<file path="src/rtl/mult_booth_arb.sv">
// Round-robin arbiter sharing one signed radix-2 Booth multiplier among NUM_REQ requesters.
// Define MULT_BOOTH_ARB_FIXED_PRIO_EN for fixed lowest-index-wins priority instead of round-robin.

module mult_booth_sync #(
  parameter int DATA_WIDTH = 16
) (
  input  logic                    i_clk,
  input  logic                    i_rst,
  input  logic                    i_en,
  input  logic [DATA_WIDTH-1:0]   iv_a,
  input  logic [DATA_WIDTH-1:0]   iv_b,
  output logic [2*DATA_WIDTH-1:0] ov_prod
);
  logic [DATA_WIDTH-1:0]   a_r, b_r;
  logic [2*DATA_WIDTH-1:0] a_ext, acc;
  logic [DATA_WIDTH:0]     b_ext;

  // Booth recoding of {b[i], b[i-1]}: 01 adds, 10 subtracts the shifted multiplicand.
  always_comb begin
    a_ext = {{DATA_WIDTH{a_r[DATA_WIDTH-1]}}, a_r};
    b_ext = {b_r, 1'b0};
    acc   = '0;
    for (int i = 0; i < DATA_WIDTH; i++) begin
      case (b_ext[i +: 2])
        2'b01:   acc = acc + (a_ext << i);
        2'b10:   acc = acc - (a_ext << i);
        default: ;
      endcase
    end
  end

  always_ff @(posedge i_clk) begin
    if (i_rst) begin
      a_r     <= '0;
      b_r     <= '0;
      ov_prod <= '0;
    end else if (i_en) begin
      a_r     <= iv_a;
      b_r     <= iv_b;
      ov_prod <= acc;
    end
  end
endmodule

module mult_booth_arb #(
  parameter int DATA_WIDTH = 16,
  parameter int NUM_REQ    = 4
) (
  input  logic                              i_clk,
  input  logic                              i_rst_n,
  input  logic [NUM_REQ-1:0]                iv_req_valid,
  output logic [NUM_REQ-1:0]                ov_req_ready,
  input  logic [NUM_REQ*DATA_WIDTH-1:0]     iv_req_a,
  input  logic [NUM_REQ*DATA_WIDTH-1:0]     iv_req_b,
  output logic [NUM_REQ-1:0]                ov_res_valid,
  input  logic [NUM_REQ-1:0]                iv_res_ready,
  output logic [NUM_REQ*2*DATA_WIDTH-1:0]   ov_res_prod,
  output logic                              o_busy
);
  localparam int ID_W = $clog2(NUM_REQ);
  localparam int PW   = 2 * DATA_WIDTH;

  logic [NUM_REQ-1:0]      busy, elig, grant, done, res_set, res_valid;
  logic [ID_W-1:0]         gnt_id, s1_id, s2_id;
  logic                    gnt_any, s1_vld, s2_vld;
  logic [DATA_WIDTH-1:0]   op_a, op_b;
  logic [PW-1:0]           prod;
  logic [NUM_REQ*PW-1:0]   res_prod;

  assign elig = iv_req_valid & ~busy;
  assign done = res_valid & iv_res_ready;

`ifndef MULT_BOOTH_ARB_FIXED_PRIO_EN
  logic [ID_W-1:0] rr_ptr;
`endif

  // Scan from highest search offset down so the first eligible in search order wins.
  always_comb begin
    int idx;
    idx     = 0;
    grant   = '0;
    gnt_id  = '0;
    gnt_any = 1'b0;
    for (int k = NUM_REQ - 1; k >= 0; k--) begin
`ifdef MULT_BOOTH_ARB_FIXED_PRIO_EN
      idx = k;
`else
      idx = int'(rr_ptr) + k;
      if (idx >= NUM_REQ) idx = idx - NUM_REQ;
`endif
      if (elig[idx]) begin
        gnt_id  = ID_W'(idx);
        gnt_any = 1'b1;
      end
    end
    if (gnt_any) grant[gnt_id] = 1'b1;
  end

  assign ov_req_ready = grant & {NUM_REQ{i_rst_n}};
  assign op_a = gnt_any ? iv_req_a[int'(gnt_id)*DATA_WIDTH +: DATA_WIDTH] : '0;
  assign op_b = gnt_any ? iv_req_b[int'(gnt_id)*DATA_WIDTH +: DATA_WIDTH] : '0;

  mult_booth_sync #(.DATA_WIDTH(DATA_WIDTH)) u_mult (
    .i_clk   (i_clk),
    .i_rst   (~i_rst_n),
    .i_en    (1'b1),
    .iv_a    (op_a),
    .iv_b    (op_b),
    .ov_prod (prod)
  );

`ifndef MULT_BOOTH_ARB_FIXED_PRIO_EN
  always_ff @(posedge i_clk or negedge i_rst_n) begin
    if (!i_rst_n) rr_ptr <= '0;
    else if (gnt_any) rr_ptr <= (gnt_id == ID_W'(NUM_REQ - 1)) ? '0 : gnt_id + 1'b1;
  end
`endif

  always_comb begin
    res_set = '0;
    if (s2_vld) res_set[s2_id] = 1'b1;
  end

  // Tag stages track the multiplier's operand and product registers.
  always_ff @(posedge i_clk or negedge i_rst_n) begin
    if (!i_rst_n) begin
      busy      <= '0;
      s1_vld    <= 1'b0;
      s1_id     <= '0;
      s2_vld    <= 1'b0;
      s2_id     <= '0;
      res_valid <= '0;
      res_prod  <= '0;
    end else begin
      busy      <= (busy & ~done) | grant;
      s1_vld    <= gnt_any;
      s1_id     <= gnt_id;
      s2_vld    <= s1_vld;
      s2_id     <= s1_id;
      res_valid <= res_set | (res_valid & ~done);
      if (s2_vld) res_prod[int'(s2_id)*PW +: PW] <= prod;
    end
  end

  assign ov_res_valid = res_valid;
  assign ov_res_prod  = res_prod;
  assign o_busy       = |busy;
endmodule

</file>
<file path="config.mk">
export PLATFORM = sky130hd
export DESIGN_NAME = mult_booth_arb
export DESIGN_NICKNAME = d
export VERILOG_FILES = /design/src/rtl/mult_booth_arb.sv
export SDC_FILE = /design/constraint.sdc
export NUM_CORES = 1
export LEC_CHECK = 0
export BUFFER_PORTS_ARGS = -buffer_cell sky130_fd_sc_hd__buf_2
export CORE_ASPECT_RATIO = 0.7
export CORE_MARGIN = 2
export CORE_UTILIZATION = 35
export CTS_BUF_LIST = sky130_fd_sc_hd__clkbuf_2
export CTS_CLUSTER_DIAMETER = 200
export DETAILED_ROUTE_END_ITERATION = 6
export PLACE_DENSITY_LB_ADDON = 0.1
export SLEW_MARGIN = 25
export SYNTH_ARGS = -nofsm -noshare
export SYNTH_HDL_FRONTEND = slang
export SYNTH_SLANG_ARGS = --single-unit
</file>
<file path="constraint.sdc">
create_clock -name i_clk -period 28.4 [get_ports i_clk]
set_clock_uncertainty 0.2 [all_clocks]
set_input_delay 8.52 -clock i_clk [delete_from_list [all_inputs] [get_ports i_clk]]
set_output_delay 8.52 -clock i_clk [all_outputs]
set_load 0.02 [all_outputs]
</file>
==> impl_metrics.json <==
{
  "drt_wl_total_mm": 120.4,
  "cpPeakStageDelay_ps": 670,
  "hold_viol_final": 0,
  "yosysTopAreaCell": "ha_1",
  "status": "completed",
  "cts.sinks": 208,
  "tns_ps": 0,
  "synth_top_area_share_pct": 14.06,
  "seq_area_frac_synth_pct": 15.29,
  "synth_area_leaders": "ha_1, dfrtp_1, xnor2_1, a21oi_1, nor2_1",
  "synth_area_per_cell_sq_um": 7.612,
  "synth_nets": 4710,
  "ioPinCount": 275,
  "synthTopCellsByCount": "nor2_1, a21oi_1, xnor2_1",
  "nFillCells": 9615,
  "dieArea_sq_um": 93780,
  "startpoint_type": "flip-flop",
  "drtAntennaViolNets": 0,
  "grt_pass1_vias": 28030,
  "syn2layout_area_growth_pct": 10.39,
  "holdBufCountCts": 0,
  "vias": 31400,
  "first_pass_iters": 5,
  "die_h_um": 256.8,
  "drc": 0,
  "path_buf_inv": 7,
  "fin_crit_sh_pct": 94.06,
  "yosysWarnings": 0,
  "synthArstFlopShare_pct": 69.23,
  "synth_cell_type_count": 100,
  "cts-htree-levels": 2,
  "layout.nets": 4892,
  "yosysMostFrequentCell": "nor2_1",
  "cp_slowest_cell": "or4b_2",
  "antenna_found_initial": 4,
  "path_class": "flip-flop to flip-flop",
  "syn_area_sq_um": 31960,
  "rows": 92,
  "critPathTopFamily": "compound AO/OA/AOI/OAI gates",
  "start_util_pct": 35.41,
  "grt_overflow_total": 0,
  "port_buffers": 274,
  "wire_per_inst_um": 21.32,
  "crit_required_ps": 29160,
  "via_per_inst": 5.561,
  "clock_latency_ps": 1050,
  "drt-initial-drc-count": 3194,
  "tightest_slew_ps": 1048,
  "fmaxAchievable_mhz": 37.44,
  "synth-edff-count": 0,
  "setup_viol": 0,
  "slew_violations": 0,
  "post_cts_buffers": 0,
  "crit_arrival_ps": 27480,
  "critPathCaptureType": "flip-flop",
  "clock_path_buffers": 3,
  "hp-class": "flip-flop to flip-flop",
  "synth_flop_cell": "dfrtp_1",
  "grt_max_degree": 70,
  "root_buffer": "clkbuf_2",
  "fin_crit_ps": 26710,
  "layout-drive-gt1-share_pct": 14.36,
  "core_sq_um": 90250,
  "grtUsageTotal_pct": 24.89,
  "rsz0062_at_grt": "no",
  "crit_fanout": 22,
  "syn_inst": 4198,
  "cap_violations": 0,
  "hpwl_mm": 91.57,
  "cts_buffers": 51,
  "die_w_um": 365.2,
  "gp_congestion": 0.9067,
  "path_common_cell": "ha_1",
  "cts_tree": "yes",
  "path_clk_slew_ps": 130,
  "ys_seq_elements": 208,
  "grt_pass1_wl_mm": 180.2,
  "slew_headroom_pct": 28.32
}
-- sequential cells by signal (all words and copies together) (netlist names), 4 cells and up --
register,flops
u_mult.a_r,16
ov_res_valid,4
ov_res_prod,128
busy,4
u_mult.ov_prod,32
u_mult.b_r,16
-- path summary, 6_finish.rpt --
kind                               start            endpoint  slack (ps)  depth (start not counted)
min reg2reg                     s1_id[0]            s2_id[0]         160                          0
max reg2reg                u_mult.a_r[0]  u_mult.ov_prod[31]        1690                        118
min                             s1_id[0]            s2_id[0]         160                          0
max                        u_mult.a_r[0]  u_mult.ov_prod[31]        1690                        118
max in group asynchronous        i_rst_n     ov_res_prod[97]       19450                          3
min in group asynchronous        i_rst_n             busy[0]        7150                          1
-- logic make-up (layout without fill, tap and decap cells) --
family | after synthesis | count (layout) | share of synthesized area [%]
xor+xnor | 468 | 468 | 12.91
buf+inv | 493 | 717 | 5.830
flops | 208 | 208 | 15.29
fa+ha+maj | 379 | 379 | 15.16
other cells | 0 | 3 | 0
mux | 153 | 153 | 6.374
compound gates | 1302 | 1302 | 26.87
simple gates | 1195 | 1195 | 17.57
-- layer usage --
layer	GRT usage [%]	part of all wire (%)	up-vias
met3	3.443	7.5	68
met4	2.881	0.92	0
met2	31.30	36	1100
met1	43.23	56	14860
met5	0	0	-
li1	-	-	15380
-- placed cells by master, fill, tap and decap left out, types with 44 or more instances in the layout --
cell	Yosys	layout
nor2_1	482	482
a21oi_1	389	388
xnor2_1	371	371
ha_1	359	358
buf_2	4	273
nand2_1	269	268
inv_1	259	259
o21ai_0	224	224
dfrtp_1	144	144
a22o_1	138	138
a21o_1	119	119
xor2_1	95	95
nor2b_1	83	83
buf_4	2	82
mux2_2	72	72
clkbuf_2	0	71
dfxtp_1	64	62
nor3_1	64	61
o21a_1	57	57
nand2b_1	56	56
a31oi_1	49	47
mux2i_1	46	46
and3_1	45	45
o21bai_1	44	44
-- cell type report --
| class | count | area [sq um] | share of cell area [%] |
|---|---|---|---|
| multi-input cells | 3497 | 25320 | 71.78 |
| flip-flops and latches | 208 | 4890 | 13.86 |
| repair buffers | 356 | 1993 | 5.650 |
| well taps | 1222 | 1529 | 4.334 |
| inverters | 266 | 998.5 | 2.830 |
| clock buffers | 71 | 355.3 | 1.007 |
| clock inverters | 24 | 181.4 | 0.5143 |
| diodes | 3 | 7.507 | 0.02128 |
-- what timing repair did --
action / 4_1_cts / 5_1_grt
resized for setup: 0 / 7
setup endpoints to repair: 0 / 1
endpoints found under the hold margin: 0 / 0
-- through the flow --
step	hold WS (ps)	setup slack, ps	utilization [%]	instances	area, sq um
final	159.3	1688	39.09	5647	35280
after floorplan	131.2	5023	-	4198	31960
after global placement	132.3	1911	38.44	5549	34690
after CTS	163.6	1546	39.04	5644	35230
after detailed placement	135.8	1646	38.44	5549	34690
after global routing	168.6	77.83	39.09	5647	35280
Power is not shown: default switching activity piles up to over one toggle a cycle in this logic, so the estimate is an artifact.
